===== src/rtl/seven_seg_scan_ctrl.sv =====
// Time-multiplexed scan controller for a multi-digit 7-segment display.
// Double-buffered BCD value, committed at frame wrap; optional leading-zero blanking.
module seven_seg_scan_ctrl #(
    parameter int NUM_DIGITS   = 4,
    parameter int GUARD_CYCLES = 2,
    parameter int DRIVE_CYCLES = 5
) (
    input  logic                    clk,
    input  logic                    rst,
    input  logic [4*NUM_DIGITS-1:0] value_bcd,
    input  logic                    load_valid,
    output logic                    load_ready,
    input  logic                    blank_lz,
    output logic [NUM_DIGITS-1:0]   an,
    output logic [3:0]              digit,
    output logic                    frame_start
);

    localparam int CNT_MAX = (GUARD_CYCLES > DRIVE_CYCLES) ? GUARD_CYCLES : DRIVE_CYCLES;
    localparam int CNT_W   = (CNT_MAX > 1) ? $clog2(CNT_MAX) : 1;
    localparam int IDX_W   = $clog2(NUM_DIGITS);

    localparam logic [CNT_W-1:0] GUARD_LAST = CNT_W'(GUARD_CYCLES - 1);
    localparam logic [CNT_W-1:0] DRIVE_LAST = CNT_W'(DRIVE_CYCLES - 1);
    localparam logic [IDX_W-1:0] IDX_LAST   = IDX_W'(NUM_DIGITS - 1);
    localparam logic [4*NUM_DIGITS-1:0] ALL_BLANK = {NUM_DIGITS{4'hF}};

    typedef enum logic {
        ST_GUARD = 1'b0,
        ST_DRIVE = 1'b1
    } state_t;

    state_t                  state_q, state_d;
    logic [CNT_W-1:0]        cnt_q, cnt_d;
    logic [IDX_W-1:0]        idx_q, idx_d;
    logic [4*NUM_DIGITS-1:0] active_q, active_d;
    logic [4*NUM_DIGITS-1:0] shadow_q, shadow_d;
    logic                    pending_q, pending_d;
    logic                    frame_start_q, frame_start_d;
    logic                    blank_lz_q, blank_lz_d;

    logic [3:0]              disp_sel;
    logic [3:0]              nib;
    logic                    zeros_above;

    always_ff @(posedge clk) begin
        if (rst) begin
            state_q       <= ST_GUARD;
            cnt_q         <= '0;
            idx_q         <= '0;
            active_q      <= ALL_BLANK;
            shadow_q      <= '0;
            pending_q     <= 1'b0;
            frame_start_q <= 1'b0;
            blank_lz_q    <= 1'b0;
        end else begin
            state_q       <= state_d;
            cnt_q         <= cnt_d;
            idx_q         <= idx_d;
            active_q      <= active_d;
            shadow_q      <= shadow_d;
            pending_q     <= pending_d;
            frame_start_q <= frame_start_d;
            blank_lz_q    <= blank_lz_d;
        end
    end

    // Scan sequencing; the shadow is committed only when the scan wraps to digit 0.
    always_comb begin
        state_d       = state_q;
        cnt_d         = cnt_q;
        idx_d         = idx_q;
        active_d      = active_q;
        shadow_d      = shadow_q;
        pending_d     = pending_q;
        frame_start_d = 1'b0;
        blank_lz_d    = blank_lz;

        case (state_q)
            ST_GUARD: begin
                if (cnt_q == GUARD_LAST) begin
                    state_d = ST_DRIVE;
                    cnt_d   = '0;
                end else begin
                    cnt_d = cnt_q + CNT_W'(1);
                end
            end
            ST_DRIVE: begin
                if (cnt_q == DRIVE_LAST) begin
                    state_d = ST_GUARD;
                    cnt_d   = '0;
                    if (idx_q == IDX_LAST) begin
                        idx_d         = '0;
                        frame_start_d = 1'b1;
                        if (pending_q) begin
                            active_d  = shadow_q;
                            pending_d = 1'b0;
                        end
                    end else begin
                        idx_d = idx_q + IDX_W'(1);
                    end
                end else begin
                    cnt_d = cnt_q + CNT_W'(1);
                end
            end
            default: begin
                state_d = ST_GUARD;
                cnt_d   = '0;
            end
        endcase

        // An accept needs pending=0, so it can never collide with a commit above.
        if (load_valid && !pending_q) begin
            shadow_d  = value_bcd;
            pending_d = 1'b1;
        end
    end

    // Walk from the top digit down so zeros_above covers nibbles i..NUM_DIGITS-1.
    always_comb begin
        zeros_above = 1'b1;
        disp_sel    = 4'hF;
        nib         = 4'h0;
        for (int i = NUM_DIGITS - 1; i >= 0; i--) begin
            nib         = active_q[4*i +: 4];
            zeros_above = zeros_above && (nib == 4'h0);
            if (idx_q == IDX_W'(i)) begin
                disp_sel = (blank_lz_q && zeros_above && (i != 0)) ? 4'hF : nib;
            end
        end
    end

    always_comb begin
        an    = '0;
        digit = 4'hF;
        if (state_q == ST_DRIVE) begin
            an    = NUM_DIGITS'(1) << idx_q;
            digit = disp_sel;
        end
    end

    assign load_ready  = !pending_q;
    assign frame_start = frame_start_q;

endmodule


===== config.mk =====
export PLATFORM = sky130hd
export DESIGN_NAME = seven_seg_scan_ctrl
export DESIGN_NICKNAME = d
export VERILOG_FILES = /design/src/rtl/seven_seg_scan_ctrl.sv
export SDC_FILE = /design/constraint.sdc
export NUM_CORES = 1
export LEC_CHECK = 0
export ABC_AREA = 1
export CORE_MARGIN = 5
export CORE_UTILIZATION = 36
export DETAILED_ROUTE_END_ITERATION = 10
export GPL_ROUTABILITY_DRIVEN = 0
export GPL_TIMING_DRIVEN = 0
export PLACE_DENSITY_LB_ADDON = 0.05
export SETUP_SLACK_MARGIN = 0.02
export SLEW_MARGIN = 20
export SYNTH_ARGS = -nofsm -noshare
export SYNTH_HDL_FRONTEND = slang
export SYNTH_SLANG_ARGS = --single-unit
export TNS_END_PERCENT = 100

===== constraint.sdc =====
create_clock -name clk -period 1.4 [get_ports clk]
set_input_delay 0.21 -clock clk [delete_from_list [all_inputs] [get_ports clk]]
set_output_delay 0.21 -clock clk [all_outputs]
set_load 0.05 [all_outputs]

* After elaboration in Yosys (flattened, before gate mapping)
Cells that the tools add are included.
Storage, ports and cells: flip-flop bits (word level) 41, input bits 20, word-level logic and storage cells 57
Cells by class: add/sub/neg operators 2, equal/unequal tests 5, shifts and indexed selects 1, multiplexer cells 21, bitwise logic cells 2, reductions and logical operators 18
Operators with widths (count):
- 4-bit 2-to-1 mux | 9
- 4-bit zero test | 3
- 1-bit 2-to-1 mux | 7
- 1-bit logical AND | 6
- 3-bit 2-to-1 mux | 2
- 3-bit case mux with 2 select lines | 1
- 2-bit nonzero test | 3
- 2-bit == test (second input constant) | 2
- 4-bit AND reduction | 1
- 1-bit by 2-bit << shifter with 4-bit output (first input constant) | 1
- 3-bit by 1-bit adder with 3-bit output (second input constant) | 1
- 3-bit by 1-bit == test with 1-bit output (second input constant) | 1
- 3-bit == test (second input constant) | 1
- 3-bit AND reduction | 1
- 3-bit OR reduction | 1
- 2-bit by 1-bit adder with 2-bit output (second input constant) | 1
- 2-bit by 1-bit == test with 1-bit output (second input constant) | 1
- 2-bit zero test | 1
- 2-bit 2-to-1 mux | 1
- 1-bit inverter | 2
- 1-bit case mux with 2 select lines | 1
- 2-bit AND reduction | 1
- 1-bit zero test | 1

* Depth between registers and ports, before layout
word-level depth 8, depth in mapped cells 9, gate-level depth less buffers 9

* Worst setup path before layout
Ideal clock, no wire load.
path type reg2out, start reg idx_q[0], end out digit[2], data arrival time 1699 ps, data required time 1190 ps, slack -509 ps, cell stages (with the launch flop) 8, path buffers 0, cell sequence dfxtp_1 > inv_1 > ha_1 > inv_1 > nor2_1 > nand3_1 > nand3_1 > a21oi_1
On the way: longest elaborated chain between the ends 6, elaborated cells between the ends (all ways) 9, classes of those cells 3 x eq/ne; 5 x mux; 1 x reduce/logical
RTL lines:
- from (decl) | RTL line 35 | logic [IDX_W-1:0] idx_q, idx_d;
- from (signal assigned) | RTL line 59 | idx_q <= idx_d;
- 2-bit == test | RTL line 127 | if (idx_q == IDX_W'(i)) begin
- 4-bit 2-to-1 mux (3 in series) | RTL line 127
- 4-bit 2-to-1 mux (*) | RTL line 127
- 4-bit 2-to-1 mux (*) | RTL line 136 | if (state_q == ST_DRIVE) begin
- to (decl) | RTL line 15 | output logic [3:0] digit,
Mark *: on every way between the ends. The rest lies on a longest branch, timed or not.

* Final worst setup path
start reg idx_q[0], end out digit[0]
Same word-level chain as after synthesis.

==> impl_metrics.json <==
{
  "status": "finished, violations left",
  "violations": "setup timing",
  "wire_per_inst_um": 11.9,
  "dpl.hpwl_um": 3170,
  "syn_inst": 254,
  "drcViolationCount": 0,
  "die_w_um": 81.6,
  "antenna_found_initial": 0,
  "insertedDiodeCount": 0,
  "via_count": 1798,
  "power_density_nw_per_um2": 841,
  "start_kind": "flip-flop",
  "overflow": 0,
  "setup_ws_ns": -0.358,
  "hold_class": "in -> reg",
  "grt_pass1_vias": 1789,
  "fin_util_pct": 58.4,
  "p_sw_share_pct": 27.1,
  "setup_viol": 18,
  "fin_crit_ns": 1.76,
  "drv_cap": 0,
  "p_total_w": 0.00248,
  "fin_skew_ns": 0.00755,
  "grt_max_degree": 12,
  "ys_top_cells_by_area": "dfxtp_1, nor2_1, nand2_1, nand3_1, ha_1",
  "worst-slew-pin-transition_ns": 0.484,
  "ir_drop_mv": 0.537,
  "drt_iter0_drc": 65,
  "area_growth_pct": 59.4,
  "hold_buffers": 0,
  "synth_area_um2": 1850,
  "cts_buffer_depth": 2,
  "first_pass_iters": 4,
  "io-pin-count": 30,
  "viasPerCell": 4.68,
  "muxShareOfSynthArea_pct": 0,
  "final_nets": 341,
  "die_h_um": 81.6,
  "ys_ff_latch": 41,
  "htreeDepth": 2,
  "syn_avg_cell_area_um2": 7.28,
  "finalMaxSlewViolations": 0,
  "seqPwrFrac_pct": 51.8,
  "synth_compound_area_share_pct": 10.6,
  "crit_type": "reg -> out",
  "synthSimpleGateAreaFrac_pct": 30.4,
  "yosysSeqAreaShare_pct": 44.4,
  "port_buffers": 29,
  "fmax_mhz": 569,
  "cts-root-buf": "clkbuf_8",
  "hold_violations": 0,
  "drive_gt1_share_pct": 44.9,
  "synth_warnings": 0,
  "relSlewSlack_pct": 67.8,
  "synth_top_cell_by_area": "dfxtp_1",
  "path_clk_slew_ns": 0.07,
  "arrival_ns": 1.55,
  "core-area_um2": 5040,
  "die-area_um2": 6670,
  "synth_top_family_by_area": "simple AND/OR/NAND/NOR gates",
  "synth_top_area_share_pct": 44.4,
  "timing.final.crit_share_pct": 126,
  "clk_latency_ns": 0.29,
  "whs_ns": 0.454,
  "required_ns": 1.19,
  "ant_nets": 0,
  "synthXorXnorAreaFrac_pct": 0.474,
  "rsz0062_at_grt": "true",
  "power_frac_comb_pct": 18.9,
  "grt_pass1_wl_um": 8030,
  "synth_adder_area_share_pct": 5.42,
  "clkPwrFrac_pct": 29.3,
  "start_util_pct": 36.7,
  "cp_max_fo": 5,
  "end_kind": "output pin",
  "cts_tree": "yes",
  "row_count": 26,
  "cts_sinks": 41,
  "power.leakage_nw": 1.32,
  "p_switching_w": 0.000671,
  "wirelength_um": 4560,
  "p_int_w": 0.00181,
  "syn_nets": 282,
  "cts_made_buffers": 5,
  "grt_use_total_pct": 15.6,
  "tns_ns": -1.78,
  "ys_types": 22
}
area by class of cell:
type                            instances  area, µm²
Fill cell                             474       2100
Inverter                               28        129
Tap cell                               70       87.6
Multi-Input combinational cell        177       1220
Sequential cell                        41        833
Timing Repair inverter                  1       7.51
Clock buffer                            8       80.1
Timing Repair Buffer                   51        524
Buffer                                  8       65.1
power by group through the flow:
| stage | logic [W] | clock network, W | registers (W) |
|---|---|---|---|
| 2_1_floorplan | 0.000246 | 0 | 0.00129 |
| 4_1_cts | 0.000459 | 0.000749 | 0.00128 |
| 3_5_place_dp | 0.000366 | 0 | 0.00130 |
| 3_3_place_gp | 0.000365 | 0 | 0.00130 |
| 5_1_grt | 0.000525 | 0.000799 | 0.00129 |
| 6_report | 0.000468 | 0.000725 | 0.00128 |
what timing repair did:
item / CTS / global route
gates cloned: 3 / 0
endpoints found under the setup margin: 31 / 34
resized for setup: 114 / 62
buffers inserted: 15 / 6
pin swaps: 22 / 14
metal layers:
layer | share of wire, % | GRT usage [%] | vias up
met5 | 0 | 0 | -
li1 | - | - | 931
met1 | 44 | 18.6 | 825
met2 | 50 | 27.9 | 34
met3 | 4.3 | 3.29 | 8
met4 | 2.0 | 4.98 | 0
cell usage after synthesis, drive strengths merged:
library cell,number
a211oi,2
a21oi,5
and2,1
buf,4
clkbuf,4
clkinv,1
dfxtp,41
ha,8
inv,27
nand2,49
nand3,24
nand4,1
nor2,56
nor3,2
o211ai,8
o21ai,19
or2,1
xnor2,1
stage by stage:
stage / instance area, µm² / setup slack, ns / std cells
final: 2950 / -0.358 / 384
after global routing: 2950 / -0.482 / 384
after CTS: 2740 / -0.391 / 379
after detailed placement: 2340 / -0.775 / 353
after global placement: 2340 / -0.787 / 353
after floorplan: 1960 / -0.0552 / 254
placed cells by master (no fill, tap or decap), types with 4 or more instances in the layout:
cell,netlist,final
inv_2,1,12
buf_6,3,14
inv_4,0,4
o21ai_0,19,19
nand2_1,48,16
ha_4,0,5
clkbuf_2,0,4
inv_1,26,8
nor2_1,56,46
buf_8,0,5
dfxtp_1,41,35
clkdlybuf4s50_1,0,19
nand3_2,0,18
o211ai_1,8,8
buf_4,1,14
nor2_4,0,4
nand3_1,24,6
clkbuf_8,0,5
nand2_4,1,11
nand2_2,0,22
dfxtp_2,0,4
nor2_2,0,6
cells by family after synthesis:
family,count (synthesis)
AO/OA/AOI/OAI,34
XOR/XNOR,1
adder cells (fa/ha/maj),8
buffers and inverters,36
flip-flops,41
AND/OR/NAND/NOR,134
sequential cells by signal, summed over array words and instances, names as in the netlist:
signal	cells
blank_lz_q	1
state_q	1
active_q	16
pending_q	1
idx_q	2
shadow_q	16
cnt_q	3
frame_start	1
worst max-delay path, cell delays in order, from the launching register on:
cell,delay (ns)
dfxtp_4,0.37
inv_4,0.08
ha_4,0.17
inv_4,0.05
nor2_2,0.07
nand2_1,0.06
nand3_2,0.06
nand3_2,0.07
nand2_2,0.09
clkinvlp_4,0.08
buf_8,0.15
path summary, 6_finish.rpt:
kind / start / endpoint / slack [ns] / cells after the start
worst max-delay path: idx_q[0]$_SDFFE_PP0P_ / digit[0] / -0.36 / 10
worst min-delay path: blank_lz / blank_lz_q$_SDFF_PP0_ / 0.45 / 3
worst max register to register: idx_q[1]$_SDFFE_PP0P_ / active_q[9]$_SDFFE_PP1P_ / -0.05 / 8
worst min register to register: shadow_q[14]$_SDFFE_PP0P_ / active_q[14]$_SDFFE_PP1P_ / 0.48 / 2
(Power assumes the default switching activity.)
